==> src/rtl/baccarat_pkg.sv <==
// Shared types for the baccarat round sequencer: the FSM state set, card code
// constants and the card-code to point-value mapping.
package baccarat_pkg;

  typedef enum logic [3:0] {
    CLEAR,
    DEAL_P1,
    DEAL_D1,
    DEAL_P2,
    DEAL_D2,
    EVAL,
    DRAW_P3,
    EVAL_D,
    DRAW_D3,
    DONE
  } state_e;

  localparam logic [3:0] CARD_NONE = 4'd0;
  localparam logic [3:0] CARD_TEN  = 4'd10;
  localparam logic [3:0] CARD_K    = 4'd13;

  // Ten and face cards count zero; an empty slot also counts zero.
  function automatic logic [3:0] card_value(input logic [3:0] code);
    if (code == CARD_NONE || (code >= CARD_TEN && code <= CARD_K))
      return 4'd0;
    return code;
  endfunction

endpackage

==> src/rtl/baccarat_controller_if.sv <==
// Control/status bundle between the round sequencer and the card datapath/LEDs.
// With BACCARAT_STATS_EN defined it also carries the per-outcome round counters.
interface baccarat_controller_if;
  logic       new_round;
  logic [3:0] pscore;
  logic [3:0] dscore;
  logic [3:0] pcard3;
  logic       clear_hands;
  logic       load_pcard1;
  logic       load_pcard2;
  logic       load_pcard3;
  logic       load_dcard1;
  logic       load_dcard2;
  logic       load_dcard3;
  logic       player_win_light;
  logic       dealer_win_light;
`ifdef BACCARAT_STATS_EN
  logic [7:0] player_wins;
  logic [7:0] dealer_wins;
  logic [7:0] ties;
`endif

  modport master (
    input  new_round, pscore, dscore, pcard3,
    output clear_hands, load_pcard1, load_pcard2, load_pcard3,
    output load_dcard1, load_dcard2, load_dcard3,
    output player_win_light, dealer_win_light
`ifdef BACCARAT_STATS_EN
    , output player_wins, dealer_wins, ties
`endif
  );

  modport slave (
    output new_round, pscore, dscore, pcard3,
    input  clear_hands, load_pcard1, load_pcard2, load_pcard3,
    input  load_dcard1, load_dcard2, load_dcard3,
    input  player_win_light, dealer_win_light
`ifdef BACCARAT_STATS_EN
    , input player_wins, dealer_wins, ties
`endif
  );
endinterface

==> src/rtl/baccarat_controller_banker_draw_rule.sv <==
// Banker third-card decision: given the banker's two-card score and the
// player's third card, decides whether the banker draws.
module banker_draw_rule
  import baccarat_pkg::*;
(
  input  logic [3:0] dscore_i,
  input  logic [3:0] pcard3_i,
  output logic       draw_o
);

  logic [3:0] v;

  always_comb begin
    v      = card_value(pcard3_i);
    draw_o = 1'b0;
    case (dscore_i)
      4'd0, 4'd1, 4'd2: draw_o = 1'b1;
      4'd3:             draw_o = (v != 4'd8);
      4'd4:             draw_o = (v >= 4'd2) && (v <= 4'd7);
      4'd5:             draw_o = (v >= 4'd4) && (v <= 4'd7);
      4'd6:             draw_o = (v >= 4'd6) && (v <= 4'd7);
      default:          draw_o = 1'b0;
    endcase
  end

endmodule

==> src/rtl/baccarat_controller.sv <==
// Baccarat round sequencer: Moore FSM stepping the deal, natural/third-card
// rules and win lights. Optional round counters under BACCARAT_STATS_EN.
module baccarat_controller
  import baccarat_pkg::*;
(
  input  logic                  slow_clock,
  input  logic                  reset,
  baccarat_controller_if.master bus
);

  state_e state_q;
  state_e state_d;
  logic   banker_draw;

  banker_draw_rule u_banker_rule (
    .dscore_i (bus.dscore),
    .pcard3_i (bus.pcard3),
    .draw_o   (banker_draw)
  );

  always_ff @(posedge slow_clock or posedge reset) begin
    if (reset) state_q <= CLEAR;
    else       state_q <= state_d;
  end

  always_comb begin
    state_d = state_q;
    case (state_q)
      CLEAR:   state_d = DEAL_P1;
      DEAL_P1: state_d = DEAL_D1;
      DEAL_D1: state_d = DEAL_P2;
      DEAL_P2: state_d = DEAL_D2;
      DEAL_D2: state_d = EVAL;
      EVAL: begin
        if (bus.pscore >= 4'd8 || bus.dscore >= 4'd8) state_d = DONE;
        else if (bus.pscore <= 4'd5)                   state_d = DRAW_P3;
        else if (bus.dscore <= 4'd5)                   state_d = DRAW_D3;
        else                                           state_d = DONE;
      end
      DRAW_P3: state_d = EVAL_D;
      EVAL_D:  state_d = banker_draw ? DRAW_D3 : DONE;
      DRAW_D3: state_d = DONE;
      DONE:    state_d = bus.new_round ? CLEAR : DONE;
      default: state_d = CLEAR;
    endcase
  end

  // Outputs decode from the state only, except the lights which also follow the live scores.
  always_comb begin
    bus.clear_hands      = (state_q == CLEAR);
    bus.load_pcard1      = (state_q == DEAL_P1);
    bus.load_dcard1      = (state_q == DEAL_D1);
    bus.load_pcard2      = (state_q == DEAL_P2);
    bus.load_dcard2      = (state_q == DEAL_D2);
    bus.load_pcard3      = (state_q == DRAW_P3);
    bus.load_dcard3      = (state_q == DRAW_D3);
    bus.player_win_light = 1'b0;
    bus.dealer_win_light = 1'b0;
    if (state_q == DONE) begin
      bus.player_win_light = (bus.pscore >= bus.dscore);
      bus.dealer_win_light = (bus.dscore >= bus.pscore);
    end
  end

`ifdef BACCARAT_STATS_EN
  logic       was_done_q;
  logic [7:0] player_wins_q;
  logic [7:0] dealer_wins_q;
  logic [7:0] ties_q;
  logic       first_done;

  assign first_done = (state_q == DONE) && !was_done_q;

  // Counters only clear on reset, so they survive CLEAR between rounds.
  always_ff @(posedge slow_clock or posedge reset) begin
    if (reset) begin
      was_done_q    <= 1'b0;
      player_wins_q <= 8'd0;
      dealer_wins_q <= 8'd0;
      ties_q        <= 8'd0;
    end else begin
      was_done_q <= (state_q == DONE);
      if (first_done) begin
        if (bus.pscore > bus.dscore) begin
          if (player_wins_q != 8'hFF) player_wins_q <= player_wins_q + 8'd1;
        end else if (bus.dscore > bus.pscore) begin
          if (dealer_wins_q != 8'hFF) dealer_wins_q <= dealer_wins_q + 8'd1;
        end else begin
          if (ties_q != 8'hFF) ties_q <= ties_q + 8'd1;
        end
      end
    end
  end

  assign bus.player_wins = player_wins_q;
  assign bus.dealer_wins = dealer_wins_q;
  assign bus.ties        = ties_q;
`endif

endmodule
==> src/flat_wrapper.sv <==
// flat-port wrapper written by rule: the top's interface ports become plain ports
module baccarat_controller_flat import baccarat_pkg::*;
  (slow_clock, reset, bus_new_round, bus_pscore, bus_dscore, bus_pcard3, bus_clear_hands, bus_load_pcard1, bus_load_pcard2, bus_load_pcard3, bus_load_dcard1, bus_load_dcard2, bus_load_dcard3, bus_player_win_light, bus_dealer_win_light);
  baccarat_controller_if bus_i ();
  input  logic slow_clock;
  input  logic reset;
  input wire logic [$bits(bus_i.new_round)-1:0] bus_new_round;
  input wire logic [$bits(bus_i.pscore)-1:0] bus_pscore;
  input wire logic [$bits(bus_i.dscore)-1:0] bus_dscore;
  input wire logic [$bits(bus_i.pcard3)-1:0] bus_pcard3;
  output wire logic [$bits(bus_i.clear_hands)-1:0] bus_clear_hands;
  output wire logic [$bits(bus_i.load_pcard1)-1:0] bus_load_pcard1;
  output wire logic [$bits(bus_i.load_pcard2)-1:0] bus_load_pcard2;
  output wire logic [$bits(bus_i.load_pcard3)-1:0] bus_load_pcard3;
  output wire logic [$bits(bus_i.load_dcard1)-1:0] bus_load_dcard1;
  output wire logic [$bits(bus_i.load_dcard2)-1:0] bus_load_dcard2;
  output wire logic [$bits(bus_i.load_dcard3)-1:0] bus_load_dcard3;
  output wire logic [$bits(bus_i.player_win_light)-1:0] bus_player_win_light;
  output wire logic [$bits(bus_i.dealer_win_light)-1:0] bus_dealer_win_light;
  assign bus_i.new_round = bus_new_round;
  assign bus_i.pscore = bus_pscore;
  assign bus_i.dscore = bus_dscore;
  assign bus_i.pcard3 = bus_pcard3;
  assign bus_clear_hands = bus_i.clear_hands;
  assign bus_load_pcard1 = bus_i.load_pcard1;
  assign bus_load_pcard2 = bus_i.load_pcard2;
  assign bus_load_pcard3 = bus_i.load_pcard3;
  assign bus_load_dcard1 = bus_i.load_dcard1;
  assign bus_load_dcard2 = bus_i.load_dcard2;
  assign bus_load_dcard3 = bus_i.load_dcard3;
  assign bus_player_win_light = bus_i.player_win_light;
  assign bus_dealer_win_light = bus_i.dealer_win_light;
  baccarat_controller u_core (.slow_clock(slow_clock), .reset(reset), .bus(bus_i));
endmodule
==> config.mk <==
export PLATFORM = sky130hd
export DESIGN_NAME = baccarat_controller_flat
export DESIGN_NICKNAME = d
export VERILOG_FILES = /design/src/rtl/baccarat_pkg.sv /design/src/rtl/baccarat_controller_if.sv /design/src/rtl/baccarat_controller_banker_draw_rule.sv /design/src/rtl/baccarat_controller.sv /design/src/flat_wrapper.sv
export SDC_FILE = /design/constraint.sdc
export NUM_CORES = 1
export LEC_CHECK = 0
export ABC_CLOCK_PERIOD_IN_PS = 1600
export CORE_MARGIN = 2
export CORE_UTILIZATION = 35
export DETAILED_ROUTE_END_ITERATION = 8
export GPL_TIMING_DRIVEN = 1
export PLACE_DENSITY = 0.75
export SLEW_MARGIN = 0
export SYNTH_ARGS = -nofsm -noshare
export SYNTH_HDL_FRONTEND = slang
export SYNTH_SLANG_ARGS = --single-unit
==> constraint.sdc <==
create_clock -name slow_clock -period 1.6 [get_ports slow_clock]
set_input_delay 0.32 -clock slow_clock [delete_from_list [all_inputs] [get_ports slow_clock]]
set_output_delay 0.32 -clock slow_clock [all_outputs]
set_load 0.05 [all_outputs]
==> metrics.md, run 1 <==
| Metric | Value |
|---|---|
| Status | finished with violations |
| Failing checks | negative setup slack |
| Total die area | around 1700 sq um |
| H-tree depth | 1 |
| Detailed Routing Iterations Pass 1 | 4 |
| Die Ht | around 42 um |
| Req. time, crit path | about 1.3 ns |
| 1st-iter DRT viols | 13 |
| CTS root buf | clkbuf_4 |
| Routed Antenna Nets | 0 |
| Mean Syn Cell Area | between 8 and 9 sq um |
| Largest reg by FF count | u_core.state_q |
| Synth Register Bits | 4 |
| Sum Neg Setup Slack | -0.798 ns |
| Clk pwr share | under 10% |
| Final setup fails | 7 |
| Post-synthesis mux area share | 0% |
| Post-DP HPWL | between 1000 and 1500 um |
| Register area share after synthesis | between 20% and 30% |
| CP dominant cell by count | buf_12 |
| Largest regs | u_core.state_q x4 |
| Max reg flops | 4 |
| Distinct cells, synth | 28 |
| R2R depth | 5 |
| Post-Syn Instances | 60 |
| Main synth FF type | dfrtp_1 |
| Crit path buf inv count | 3 |
| Global-route wire length before repair | around 2800 um |
| Async S/R FF share, synth | 100% |
| Global-route met2 utilization | between 30% and 40% |
| Critical setup path kind | input port to output port |
| Synth Cell Area | between 400 and 500 sq um |
| Clk sink count | 4 |
| Cell family with the largest share of critical-path delay | compound AO/OA/AOI/OAI gates |
| R2R setup slack | approximately 0.30 ns |
| Internal | approximately 1.0 mW |
| WL/cell | between 15 and 20 um |
| Avg Vias per Cell | 5.71 |
| Final wirelength | about 2000 um |
| Largest net degree at the start of global routing | 7 |
| Startpoint types | input port |
| Post-synth EDFFs | 0 |
| Vias in the first global route | about 630 |
| Reg2reg start | u_core.state_q[2]$_DFF_PP0_ |
| Fmax | a little over 500 MHz |
| Via count | 674 |
| Main combinational cell family by area after synthesis | simple AND/OR/NAND/NOR gates |
| Final WS setup | -0.332 ns |
| Type of the most critical hold path | input port to asynchronous set/reset pin |
| CP max stage delay | 0.27 ns |
| Setup repair after global routing missed its margin | true |
| Net switching power figure | between 0.9 and 1 mW |
| CP arrival | roughly 1.6 ns |
| Final net count | between 100 and 150 |
| # IOs | 24 |
| CP Cell Sequence | buf_12 -> inv_12 -> ha_4 -> nor2b_4 -> o21a_1 -> o21a_4 -> o41ai_4 -> buf_12 |
| Post-Synth Adder-Cell Area | approximately a tenth |
| Drt drc | 0 |
| Worst skew pair latency | ~0.24 ns |
| Gp weighted congestion | ~0.75 |
| Max_slew headroom | between 70% and 80% |
| Simple-Gate Fraction of Synth Area | between 20% and 30% |
| Period utilisation layout | 121% |
| Share of total power in combinational logic | 80.7% |
| CTS Buf Count | 3 |
| Leak | just over 0.5 nW |
| CTS Hold Bufs | 0 |
| Grt met1 use | between 20% and 30% |
| Final Max Slew Viols | 0 |
| Clock Pin Slew Worst Setup and Hold Paths | ~0.040 ns |
| Slew @ Worst Pin | roughly 0.38 ns |
| N_diodes | 0 |
| Post-layout min period | between 1.5 and 2 ns |
| P per Cell Area | approximately 1700 nW/um^2 |
| Max-cap violations | 0 |
| Synthesized Nets | a little under 80 |
| Final hold vios | 0 |
| Design area | about 1200 sq um |
| Initial Util | a little under two fifths |
| GRT Residual Overflow | 0 |
| Crit. Startpoint | bus_dscore[1] |
| Antenna violations before repair | 0 |
| CP Capture Type | output port |
| # rows | 13 |
| Sw Share | 48.6% |
| Aggregate global-route resource usage | approximately a fifth |
| Port bufs | 23 |
| Largest buffer count on any clock path | 2 |
| Core Area | ~1300 sq um |
| Synth warnings | 0 |
| Worst Path Max Fanout | 2 |
| Clock skew | between 0.0002 and 0.00025 ns |
| Worst path depth | 8 |
| Synth Area in Compound Gates | between 20% and 30% |
| Seq pwr share | between 10 and 15% |
| Area Overhead vs Synth | 138% |
| Grt peak-use layer | met2 |
| Placed inst area | around 950 sq um |
| Share of layout cells above drive strength 1 | between 60% and 70% |
| CP max-delay cell | o41ai_4 |
| CTS tree | built |
| Met3 Resource Use GR | under 10% |
| Chip Width | 41.7 um |
| Post-synthesis xor/xnor area fraction | 0% |
| VDD IR max | ~0.76 mV |
## timing repair
action,CTS,global route
pin swaps,10,7
setup endpoints to repair,9,8
gates resized for setup,41,12
setup buffers,5,4
## worst register-to-register path, cell delays in order, from the launching register on
cell and delay, ns:
dfrtp_1 0.42, buf_4 0.19, nand2b_4 0.12, nor3_1 0.08, a22oi_1 0.26, o31ai_2 0.11
## logic make-up after synthesis
| logic type | Yosys count |
|---|---|
| simple gates | 21 |
| compound gates | 19 |
| buf+inv | 12 |
| fa+ha+maj | 4 |
| flops | 4 |
## power by group through the flow
stage,logic (mW),clock network [mW],registers (mW)
floorplan,0.750,0,0.159
global placement,1.16,0,0.249
detailed placement,1.17,0,0.246
CTS,1.39,0.135,0.238
global route,1.67,0.146,0.249
finish,1.61,0.138,0.247
## layout by cell type (no fill, tap or decap), drive strengths merged, types with 3 or more instances in the layout
cell type      synthesis  routed
buf                    3      32
clkbuf                 1       4
clkdlybuf4s15          0       3
clkdlybuf4s50          0       6
dfrtp                  4       4
ha                     4       4
inv                    8       8
nand2b                 4       4
nor2                   4       4
nor3                   7       7
o21ai                  4       4
## routing by layer
metal	routed length (um)	vias to the layer above
met5	0	-
met4	59	0
met3	113	8
met2	1120	36
met1	748	324
li1	-	306
## worst paths after layout
kind	to
min in group slow_clock	u_core.state_q[0]$_DFF_PP0_
hold reg to reg	u_core.state_q[2]$_DFF_PP0_
max in group asynchronous	u_core.state_q[0]$_DFF_PP0_
hold / removal	u_core.state_q[2]$_DFF_PP0_
setup / recovery	bus_dealer_win_light
setup reg to reg	u_core.state_q[0]$_DFF_PP0_
## metrics by stage
stage / hold slack (ns) / std cells / setup slack [ns] / util (%) / power, mW
global placement: 0.507 / 106 / -0.944 / 72.3 / 1.40
detailed placement: 0.515 / 106 / -0.960 / 72.3 / 1.42
CTS: 0.259 / 114 / -0.441 / 83.9 / 1.77
global route: 0.286 / 118 / -0.369 / 89.6 / 2.07
finish: 0.263 / 118 / -0.332 / 89.6 / 1.99
floorplan: 0.0861 / 60 / -0.435 / - / 0.909
## synthesized netlist by cell type, types with 2 or more instances
| library cell | n | area [sq um] |
|---|---|---|
| a211o_1 | 2 | 17.5 |
| a21oi_1 | 2 | 10.0 |
| buf_2 | 2 | 10.0 |
| dfrtp_1 | 4 | 100 |
| ha_1 | 4 | 50.1 |
| inv_1 | 8 | 30.0 |
| nand2_1 | 2 | 7.51 |
| nand2b_4 | 3 | 41.3 |
| nor2_1 | 4 | 15.0 |
| nor3_1 | 7 | 35.0 |
| o21a_1 | 2 | 15.0 |
| o21ai_0 | 3 | 15.0 |
| o31a_1 | 2 | 17.5 |
## area by class of cell
cell class                      instances  area [sq um]
Tap cell                               15          18.8
Inverter                                8          42.5
Multi-Input combinational cell         44           498
Sequential cell                         4           103
Fill cell                              56           138
Timing Repair Buffer                   44           495
Clock buffer                            3          22.5
Power figures use the tool's default switching activity.
==> run 2, diff against run 1 <==
ABC_CLOCK_PERIOD_IN_PS = 2300   (was 1600)
CORE_AREA = 2 2 39 41   (was unset)
CORE_MARGIN = unset   (was 2)
CORE_UTILIZATION = unset   (was 35)
DIE_AREA = 0 0 41 43   (was unset)
PLACE_DENSITY = 0.77   (was 0.75)
clock period = 2.3 ns   (was 1.6 ns; I/O delays follow)
==> metrics.md, run 2 (synthesized netlist as in run 1, its figures left out) <==
| Metric | Value |
|---|---|
| Status | completed |
| Global-route wire length before repair | 2230 um (-19%) |
| Largest reg by FF count | u_core.state_q |
| Period utilisation layout | ~96% |
| Setup repair after global routing missed its margin | false |
| Gp weighted congestion | 0.703 (-6.8%) |
| Clk sink count | 4 (unchanged) |
| Max reg flops | 4 (unchanged) |
| CTS tree | built |
| CP arrival | 1.76 ns (+0.15 ns) |
| Type of the most critical hold path | input port to asynchronous set/reset pin |
| Total Power | 0.865 mW (-57%) |
| Leak | 0.388 nW (-24%) |
| Setup Fix Bufs, Post-CTS | 0 (-5) |
| Via count | 549 (-19%) |
| WL/cell | 12.1 um (-30%) |
| Crit path buf inv count | 3 (unchanged) |
| Detailed Routing Iterations Pass 1 | 4 (unchanged) |
| VDD IR max | 0.402 mV (-47%) |
| Total die area | 1760 sq um (+1.5%) |
| Clk pwr share | 10.4% (+3.5 points) |
| Worst skew pair latency | 0.24 ns (about the same) |
| Sw Share | 54.2% (+5.6 points) |
| Vias in the first global route | 540 (-14%) |
| CP dominant cell by count | o21a_1 |
| Final Core Density | 60.8% (-29 points) |
| Clock skew | 0.00397 ns (+0.00373 ns) |
| Area Overhead vs Synth | 69.3% |
| Worst path depth | 8 (unchanged) |
| Share of layout cells above drive strength 1 | 39.8% (-20 points) |
| Worst Path Max Fanout | 2 (unchanged) |
| Final hold vios | 0 (unchanged) |
| 1st-iter DRT viols | 1 (-12) |
| Die Ht | 43 um (+3.2%) |
| Aggregate global-route resource usage | 18.2% (-2.2 points) |
| Largest buffer count on any clock path | 2 (unchanged) |
| Seq pwr share | 21.6% (+9.2 points) |
| Clock Pin Slew Worst Setup and Hold Paths | 0.04 ns (about the same) |
| CP Cell Sequence | buf_6 -> inv_2 -> ha_4 -> nor2b_4 -> o21a_1 -> o21a_1 -> o41ai_4 -> buf_12 |
| Initial Util | 35.9% (-1.8 points) |
| CTS root buf | clkbuf_4 |
| GRT Residual Overflow | 0 (unchanged) |
| Chip Width | 41 um (-1.6%) |
| Fmax | 451 MHz |
| Largest net degree at the start of global routing | 11 (+4) |
| Area occupied by multi-input gates | 403 sq um (-19%) |
| # IOs | 24 (unchanged) |
| Startpoint types | input port |
| Final net count | 109 (-12%) |
| Commonest non-fill, non-tap cell in the layout | buf_4 |
| Post-DP HPWL | 1020 um (-1.8%) |
| # fillers | 127 (+130%) |
| Sum Neg Setup Slack | 0 ns (+0.798 ns) |
| Final wirelength | 1260 um (-38%) |
| Internal | 0.396 mW (-61%) |
| Slew @ Worst Pin | 0.367 ns (-0.00926 ns) |
| Share of total power in combinational logic | 68.0% (-13 points) |
| Req. time, crit path | 1.84 ns (+0.56 ns) |
| H-tree depth | 1 (unchanged) |
| Largest regs | u_core.state_q x4 |
| Avg Vias per Cell | 5.28 (-7.6%) |
| # rows | 14 (+1) |
| CP max stage delay | 0.27 ns (about the same) |
| Most frequent cells in the layout | 13 x buf_4, 7 x nor3_1, 6 x clkdlybuf4s50_1 |
| Routed Antenna Nets | 0 (unchanged) |
| CTS Hold Bufs | 0 (unchanged) |
| Core Area | 1380 sq um (+5.0%) |
| P per Cell Area | 1030 nW/um^2 (-39%) |
| CP Capture Type | output port |
| Max_slew headroom | 74.9% (+0.63 points) |
| Antenna violations before repair | 0 (unchanged) |
| Port bufs | 23 (unchanged) |
| Net switching power figure | 0.469 mW (-52%) |
| Cell family with the largest share of critical-path delay | compound AO/OA/AOI/OAI gates |
| R2R depth | 4 (-1) |
| Post-layout min period | 2.22 ns |
| Final setup fails | 0 (-7) |
| Drt drc | 0 (unchanged) |
| Max-cap violations | 0 (unchanged) |
| Critical setup path kind | input port to output port |
| CP max-delay cell | o41ai_4 |
| Reg area | 100 sq um (-2.4%) |
| Non-Filler Instances | 104 (-12%) |
| N_diodes | 0 (unchanged) |
| CTS Buf Count | 3 (unchanged) |
| Dpl cells | 101 (-4.7%) |
| Final Max Slew Viols | 0 (unchanged) |
==> run 2: cell count changes in the layout (fill, tap and decap cells not counted), moves of 2 or more <==
cell	previous run	this run
nor3_4	4	0
dfrtp_1	2	4
nor3_1	2	7
clkdlybuf4s15_1	3	1
dfrtp_2	2	0
buf_4	17	13
buf_12	9	1
dlygate4sd2_1	2	5
buf_8	2	0
==> run 2: cell type report <==
| cell class | count | share of cell area (%) |
|---|---|---|
| Inverter | 8 | 3.57 |
| Clock buffer | 3 | 2.68 |
| Timing Repair Buffer | 29 | 31.5 |
| Tap cell | 16 | 2.38 |
| Multi-Input combinational cell | 44 | 47.9 |
| Sequential cell | 4 | 11.9 |
==> run 2: per-layer routing <==
layer	global-route usage, %	vias to the layer above	wire, um
met2	29.4	24	660
met4	8.00	0	24
met5	0	-	0
met1	22.3	248	484
met3	3.14	2	92
li1	-	275	-
==> run 2: repair_timing <==
| action | 4_1_cts | 5_1_grt |
|---|---|---|
| gates resized for setup | 27 | 0 |
| pin swaps | 7 | 1 |
| endpoints found under the hold margin | 0 | 0 |
| setup endpoints to repair | 2 | 1 |
==> run 2: worst paths after layout <==
kind	startpoint	end	slack [ns]
worst max register to register	u_core.state_q[3]$_DFF_PP0_	u_core.state_q[0]$_DFF_PP0_	0.98
worst min register to register	u_core.state_q[3]$_DFF_PP0_	u_core.state_q[1]$_DFF_PP0_	0.67
worst max-delay path	bus_dscore[1]	bus_dealer_win_light	0.08
worst min-delay path	reset	u_core.state_q[0]$_DFF_PP0_	0.40
min in group slow_clock	u_core.state_q[3]$_DFF_PP0_	u_core.state_q[1]$_DFF_PP0_	0.67
max in group asynchronous	reset	u_core.state_q[3]$_DFF_PP0_	1.75
==> run 2: through the flow <==
step / area [sq um] / worst slack (ns) / hold slack (ns)
after global placement: 777 / -0.360 / 0.647
after CTS: 841 / 0.000361 / 0.395
final: 841 / 0.0832 / 0.398
after floorplan: 514 / -0.0104 / 0.226
after global routing: 841 / 0.0220 / 0.422
after detailed placement: 777 / -0.379 / 0.653
==> run 2: power groups by stage <==
stage | clock (mW) | combinational, mW | sequential [mW]
floorplan | 0 | 0.506 | 0.110
global placement | 0 | 0.570 | 0.186
detailed placement | 0 | 0.581 | 0.189
CTS | 0.0931 | 0.590 | 0.188
global route | 0.0966 | 0.630 | 0.193
finish | 0.0900 | 0.588 | 0.187
